### src/rtl/lstm_seq_driver.sv
// LSTM node initiator: buffers gate quadruples in a FIFO, issues one timestep
// at a time to an LSTM_node, feeds h_t back as recurrent input and streams it out.
module lstm_seq_driver #(
  parameter int         DW        = 16,
  parameter int         DEPTH     = 8,
  parameter int         LEN_W     = 8,
  parameter int         TIMEOUT   = 64,
  parameter logic [1:0] RUN_CODE  = 2'b01,
  parameter logic [1:0] IDLE_CODE = 2'b00,
  parameter logic [1:0] DONE_CODE = 2'b11
) (
  input  logic             clock,
  input  logic             reset,
  input  logic             start,
  input  logic [LEN_W-1:0] seq_len,
  input  logic             in_valid,
  output logic             in_ready,
  input  logic [4*DW-1:0]  in_gates,
  output logic [DW-1:0]    node_in_i,
  output logic [DW-1:0]    node_in_c,
  output logic [DW-1:0]    node_in_f,
  output logic [DW-1:0]    node_in_o,
  output logic [DW-1:0]    node_recu_in,
  output logic [1:0]       node_status_in,
  input  logic [1:0]       node_status_out,
  input  logic [DW-1:0]    node_out,
  input  logic [DW-1:0]    node_recu_out,
  output logic             out_valid,
  input  logic             out_ready,
  output logic [DW-1:0]    out_data,
  output logic [LEN_W-1:0] out_step,
  output logic             busy,
  output logic             done,
  output logic             error
);
  localparam int AW = $clog2(DEPTH);
  localparam int TW = $clog2(TIMEOUT + 1);

  localparam logic [2:0] S_IDLE  = 3'd0;
  localparam logic [2:0] S_ISSUE = 3'd1;
  localparam logic [2:0] S_WAIT  = 3'd2;
  localparam logic [2:0] S_CAPT  = 3'd3;
  localparam logic [2:0] S_DONE  = 3'd4;

  logic [2:0]                  state;
  logic [DEPTH-1:0][4*DW-1:0]  mem;
  logic [AW:0]                 wptr, rptr;
  logic                        full, empty, push, pop;
  logic [LEN_W-1:0]            len_q, step, step_nx;
  logic [DW-1:0]               h_prev;
  logic [TW-1:0]               tcnt;

  // Extra pointer MSB distinguishes full from empty when the indices match.
  assign full     = (wptr[AW] != rptr[AW]) && (wptr[AW-1:0] == rptr[AW-1:0]);
  assign empty    = (wptr == rptr);
  assign in_ready = !full;
  assign push     = in_valid && !full;
  assign pop      = (state == S_ISSUE) && !empty;
  assign busy     = (state != S_IDLE);
  assign done     = (state == S_DONE);
  assign out_step = step;
  assign step_nx  = step + LEN_W'(1);

  always_ff @(posedge clock)
    if (push) mem[wptr[AW-1:0]] <= in_gates;

  always_ff @(posedge clock) begin
    if (reset) begin
      wptr <= '0;
      rptr <= '0;
    end else begin
      if (push) wptr <= wptr + (AW+1)'(1);
      if (pop)  rptr <= rptr + (AW+1)'(1);
    end
  end

  always_ff @(posedge clock) begin
    if (reset) begin
      state          <= S_IDLE;
      len_q          <= '0;
      step           <= '0;
      h_prev         <= '0;
      tcnt           <= '0;
      node_in_i      <= '0;
      node_in_c      <= '0;
      node_in_f      <= '0;
      node_in_o      <= '0;
      node_recu_in   <= '0;
      node_status_in <= IDLE_CODE;
      out_valid      <= 1'b0;
      out_data       <= '0;
      error          <= 1'b0;
    end else begin
      // RUN is a single-cycle launch; every other cycle drives IDLE.
      node_status_in <= IDLE_CODE;
      case (state)
        S_IDLE: if (start) begin
          error  <= 1'b0;
          len_q  <= seq_len;
          step   <= '0;
          h_prev <= '0;
          state  <= (seq_len == '0) ? S_DONE : S_ISSUE;
        end
        S_ISSUE: if (!empty) begin
          {node_in_i, node_in_c, node_in_f, node_in_o} <= mem[rptr[AW-1:0]];
          node_recu_in   <= h_prev;
          node_status_in <= RUN_CODE;
          tcnt           <= '0;
          state          <= S_WAIT;
        end
        S_WAIT: begin
          // A DONE arriving on the expiry cycle still wins over the timeout.
          if (node_status_out == DONE_CODE) begin
            out_data  <= node_out;
            h_prev    <= node_recu_out;
            out_valid <= 1'b1;
            state     <= S_CAPT;
          end else if (tcnt == TW'(TIMEOUT - 1)) begin
            error <= 1'b1;
            state <= S_IDLE;
          end else begin
            tcnt <= tcnt + TW'(1);
          end
        end
        S_CAPT: if (out_ready) begin
          out_valid <= 1'b0;
          step      <= step_nx;
          state     <= (step_nx == len_q) ? S_DONE : S_ISSUE;
        end
        S_DONE:  state <= S_IDLE;
        default: state <= S_IDLE;
      endcase
    end
  end
endmodule
### config.mk
export PLATFORM = sky130hd
export DESIGN_NAME = lstm_seq_driver
export DESIGN_NICKNAME = d
export VERILOG_FILES = /design/src/rtl/lstm_seq_driver.sv
export SDC_FILE = /design/constraint.sdc
export NUM_CORES = 1
export LEC_CHECK = 0
export ABC_AREA = 1
export CAP_MARGIN = 10
export CORE_ASPECT_RATIO = 0.6
export CORE_UTILIZATION = 30
export CTS_CLUSTER_SIZE = 24
export DETAILED_ROUTE_END_ITERATION = 8
export GPL_TIMING_DRIVEN = 0
export PLACE_DENSITY = 0.55
export RECOVER_POWER = 50
export SLEW_MARGIN = 20
export SYNTH_ARGS = -nofsm -noshare
export SYNTH_HDL_FRONTEND = slang
export SYNTH_SLANG_ARGS = --single-unit
### constraint.sdc
create_clock -name clock -period 6.6 [get_ports clock]
set_clock_uncertainty 0.15 [all_clocks]
set_input_delay 1.65 -clock clock [delete_from_list [all_inputs] [get_ports clock]]
set_output_delay 1.65 -clock clock [all_outputs]
set_load 0.01 [all_outputs]
---- Word-level counts from Yosys, hierarchy flattened ----
Index checks and enable logic that the tools add are counted.
cells by class
  $add $sub $neg .......................... 4
  multipliers ............................. 0
  div/mod/pow operators ................... 0
  $lt $le $gt $ge ......................... 3
  equal/unequal tests ..................... 18
  shift-type cells ........................ 0
  muxes and demuxes ....................... 31
  bitwise operators ....................... 2
  reduce and logical (&&, ||, !) cells .... 23
operators by type and width
  cell                   count
  $bwmux W512            1
  $bmux W64 S3           1
  $demux W64 S3          1
  $mux W64               2
  $mux W16               2
  $pmux W16 S2           1
  $mux W3                7
  $mux W7                3
  $mux W8                2
  $pmux W8 S2            1
  $ne A2 B2 Y1 const B   7
  $pmux W7 S2            1
  $pmux W3 S4            1
  $reduce_and A4 Y1      3
  $reduce_and A3 Y1      3
  $add A4 B1 Y4 const B  2
  $add A8 B1 Y8 const B  1
  $eq A8 B8 Y1           1
  $logic_not A8 Y1       1
  $lt A3 B4 Y1 const B   2
  $reduce_bool A2 Y1     4
  $add A7 B1 Y7 const B  1
  $eq A7 B6 Y1 const B   1
  $eq A3 B2 Y1 const B   2
  other kinds (17)       30
word-level totals
  register bits after elaboration ......... 662
  latch bits .............................. 0
  bits in writable memories ............... 0
  memory bits (read-only) ................. 0
  output and inout port bits .............. 111
  logic and storage cells ................. 105
  memories kept ........................... 0

---- Logic depth before layout (Yosys ltp) ----
  word-level depth ........................ 5
  gate-level depth with buffers ........... 14
  gate-level depth less buffers ........... 14

---- Least setup slack after synthesis ----
Ideal clock, no wire load.
  path type ............................... input to register
  from .................................... in in_valid
  to ...................................... reg mem[0] (netlist name) (enable)
  arrival ................................. 4722 ps
  data required time ...................... 5964 ps
  path slack .............................. 1242 ps
  cell stages on the path ................. 3
  path buffers ............................ 0
  cell sequence ........................... nand2_2 or2_2 nor2_1
on the way
  cells in the longest elaborated chain, start to end .. 1
RTL lines
  what                             RTL line  RTL
  from (decl)                      16        input logic in_valid,
  $logic_and A1 B1 Y1              57        assign push = in_valid && !full;
  to (signal, indexed assignment)  65        if (push) mem[wptr[AW-1:0]] <= in_gates;
  to (decl)                        46        logic [DEPTH-1:0][4*DW-1:0] mem;
Every way passes these cells.
A chain may end at the register's enable or synchronous reset.

---- Worst setup path after layout ----
  from .................................... in in_valid
  to ...................................... reg mem[429] (netlist name) (enable)
The elaborated chain is that of the path after synthesis.

==> out/metrics.yaml <==
dr_total_vias: 18090
power_density_nw_per_um2: 354.3
ios: 222
holdBufCountCts: 0
reg2regPathDepth: 10
drc: 0
drv_cap: 4
yosysMostFrequentCell: "edfxtp_1"
relSlewSlack_pct: -22.78
ys_ff_latch: 661
worst_slew_pin_slew_ns: 1.835
synthDistinctLibCells: 38
port_buffers: 220
cts_buffer_depth: 3
grt_util_all_layers_pct: 17.23
dr.pass1.iters: 6
fmax_ghz: 0.2350
yosysTopAreaCell: "edfxtp_1"
post-cts-setup-buffers: 0
cts_resized: 0
synth_top_area_share_pct: 60.70
multi_input_area_um2: 6090
grt_pass1_vias: 17480
synth_area_leaders: "edfxtp_1, dfxtp_1, o21ai_0, nor2_1, nand2_1"
gr-total-overflow: 0
cts_root_buf: "clkbuf_16"
cpPeakStageDelay_ns: 1.27
ant_nets: 0
antenna_found_initial: 14
fp.dieH_um: 227.1
postPlaceCellArea_um2: 29610
max-vdd-ir-drop_mv: 0.1745
cp_slowest_cell: "nor2_1"
cts.clk_slew.worst_paths_ns: 0.06
worstSetupPathType: "input pin to flip-flop"
cp_data_required_time_ns: 6.76
wl_mm: 75.15
nFillCells: 8042
cp_max_fo: 19
grt_pass1_wl_mm: 110.6
seq_area_um2: 18360
wire_per_inst_um: 20.44
finalCriticalPeriod_ns: 4.255
first_iter_violations: 1746
avgSynthCellArea_um2: 11.67
die_x_um: 377.1
rsz0062_at_grt: "false"
dp.cells: 3550
htreeDepth: 3
place.gp.congestion: 0.8021
dieArea_um2: 85630
cts_tree: "yes"
hold_depth: 2
finalCritPeriodShare_pct: 64.47
failed_checks: "capacitance limit, slew limit"
synth.yosys.seq_area_share_pct: 72.48
power.total_w: 0.01123
leakage_nw: 10.69
fin_cells: 3677
viasPerCell: 4.920
synth_edf_count: 512
fin_area_um2: 31690
core_area_um2: 83520
numCtsBuffers: 67
synthToLayoutAreaGrowth_pct: 25.12
worst_skew_pair.late_latency_ns: 0.62
syn_nets: 2286
final_util_pct: 37.95
hold_viol_final: 0
holdWs_ns: 0.3266
crit_chain: "dlygate4sd3_1 > nand2_1 > or2_0 > nor2_1 > buf_12 > buf_16"
outcome: "finished with violations"
endpoint_kind: "flip-flop"
drive_gt1_share_pct: 7.874
async_flop_share_pct: 0
synthTopCellsByCount: "edfxtp_1, nor2_1, o21ai_0, nand2_1, dfxtp_1"
crit_path_start_kind: "input pin"
rows: 82
start_util_pct: 30.33
drv_slew: 51
arrival_ns: 4.42
place_hpwl_mm: 52.23
hp-class: "flip-flop to flip-flop"
synthFlopType: "edfxtp_1"
grt_max_degree: 22
netlist_area_um2: 25330
setup-violations-final: 0
layout.nets: 2600
syn-instance-count: 2171
clock_sinks: 661
synth-warning-count: 0
-- layer usage --
layer  vias up  global-route usage [%]  wire (um)
met5         -                       0         16
met4         2                   3.541       1160
met3       103                   3.309       5523
met2       644                   26.16      33030
met1      8952                   25.47      35420
li1       8389                       -          -
-- critical path, delay by kind of cell --
kind / cells / cell delay, ns
simple gates: 3 / 1.72
buf+inv: 3 / 1.01
-- registers in the layout (all words and copies together), names as in the netlist, 16 cells and up --
signal	count
h_prev	16
mem	512
node_in_c	16
node_in_f	16
node_in_i	16
node_in_o	16
node_recu_in	16
out_data	16
-- cells by family after synthesis --
group	after synthesis	share of synthesized area, %
buffers and inverters	187	3.458
AOI/OAI and AO/OA	616	12.89
xor gates and xnor gates	6	0.2075
other	1	0.01481
DFF	661	72.48
adders and majority gates	4	0.1976
and+or+nand+nor	696	10.75
-- metrics by stage --
step / worst slack [ns] / setup TNS (ns)
after CTS: 2.585 / 0
final: 2.345 / 0
after floorplan: 1.242 / 0
after detailed placement: 2.256 / 0
after global placement: -1.972 / -815.57
after global routing: 2.192 / 0
-- path summary, 6_finish.rpt --
kind	from	slack (ns)	endpoint
min reg2reg	len_q[2]	0.33	len_q[2]
min	len_q[2]	0.33	len_q[2]
max	in_valid	2.35	mem[429]
max reg2reg	rptr[0]	3.07	mem[429]
-- report_power, final --
group | total, W | switching [W] | internal [W]
Combinational | 0.00263 | 0.00170 | 0.000929
Sequential | 0.00490 | 0.000156 | 0.00475
Clock | 0.00370 | 0.00162 | 0.00208
Total | 0.0112 | 0.00348 | 0.00775
-- area by class of cell --
cell class                 count  area share [%]
antenna                        3         0.02369
sequential                   661           57.93
tap                         1134           4.477
clock buffer                  94           6.132
inverter                      43          0.5093
multi-input combinational   1323           19.22
timing repair buffer         245           8.860
buffer                       144           2.250
clock inverter                30          0.6041
-- layout by cell type (no fill, tap or decap), types with 10 or more instances in the layout --
master           synthesis  layout
clkbuf_8                 0      10
clkinv_2                 0      12
a31oi_1                 65      65
buf_12                   0      11
clkbuf_16                0      70
dlygate4sd3_1            0      68
nand2_1                290     291
clkdlybuf4s50_1          0     152
buf_2                   45      44
dfxtp_1                149     149
inv_1                   38      39
edfxtp_1               512     512
o21ai_0                307     343
o22ai_1                 65      65
buf_6                   14      14
o21ai_1                 64      28
clkbuf_1                72      86
buf_16                   0      14
a21oi_1                111     111
nand3_1                 39      39
nor2_1                 347     348
No activity file was read; power rests on OpenSTA's default activity.
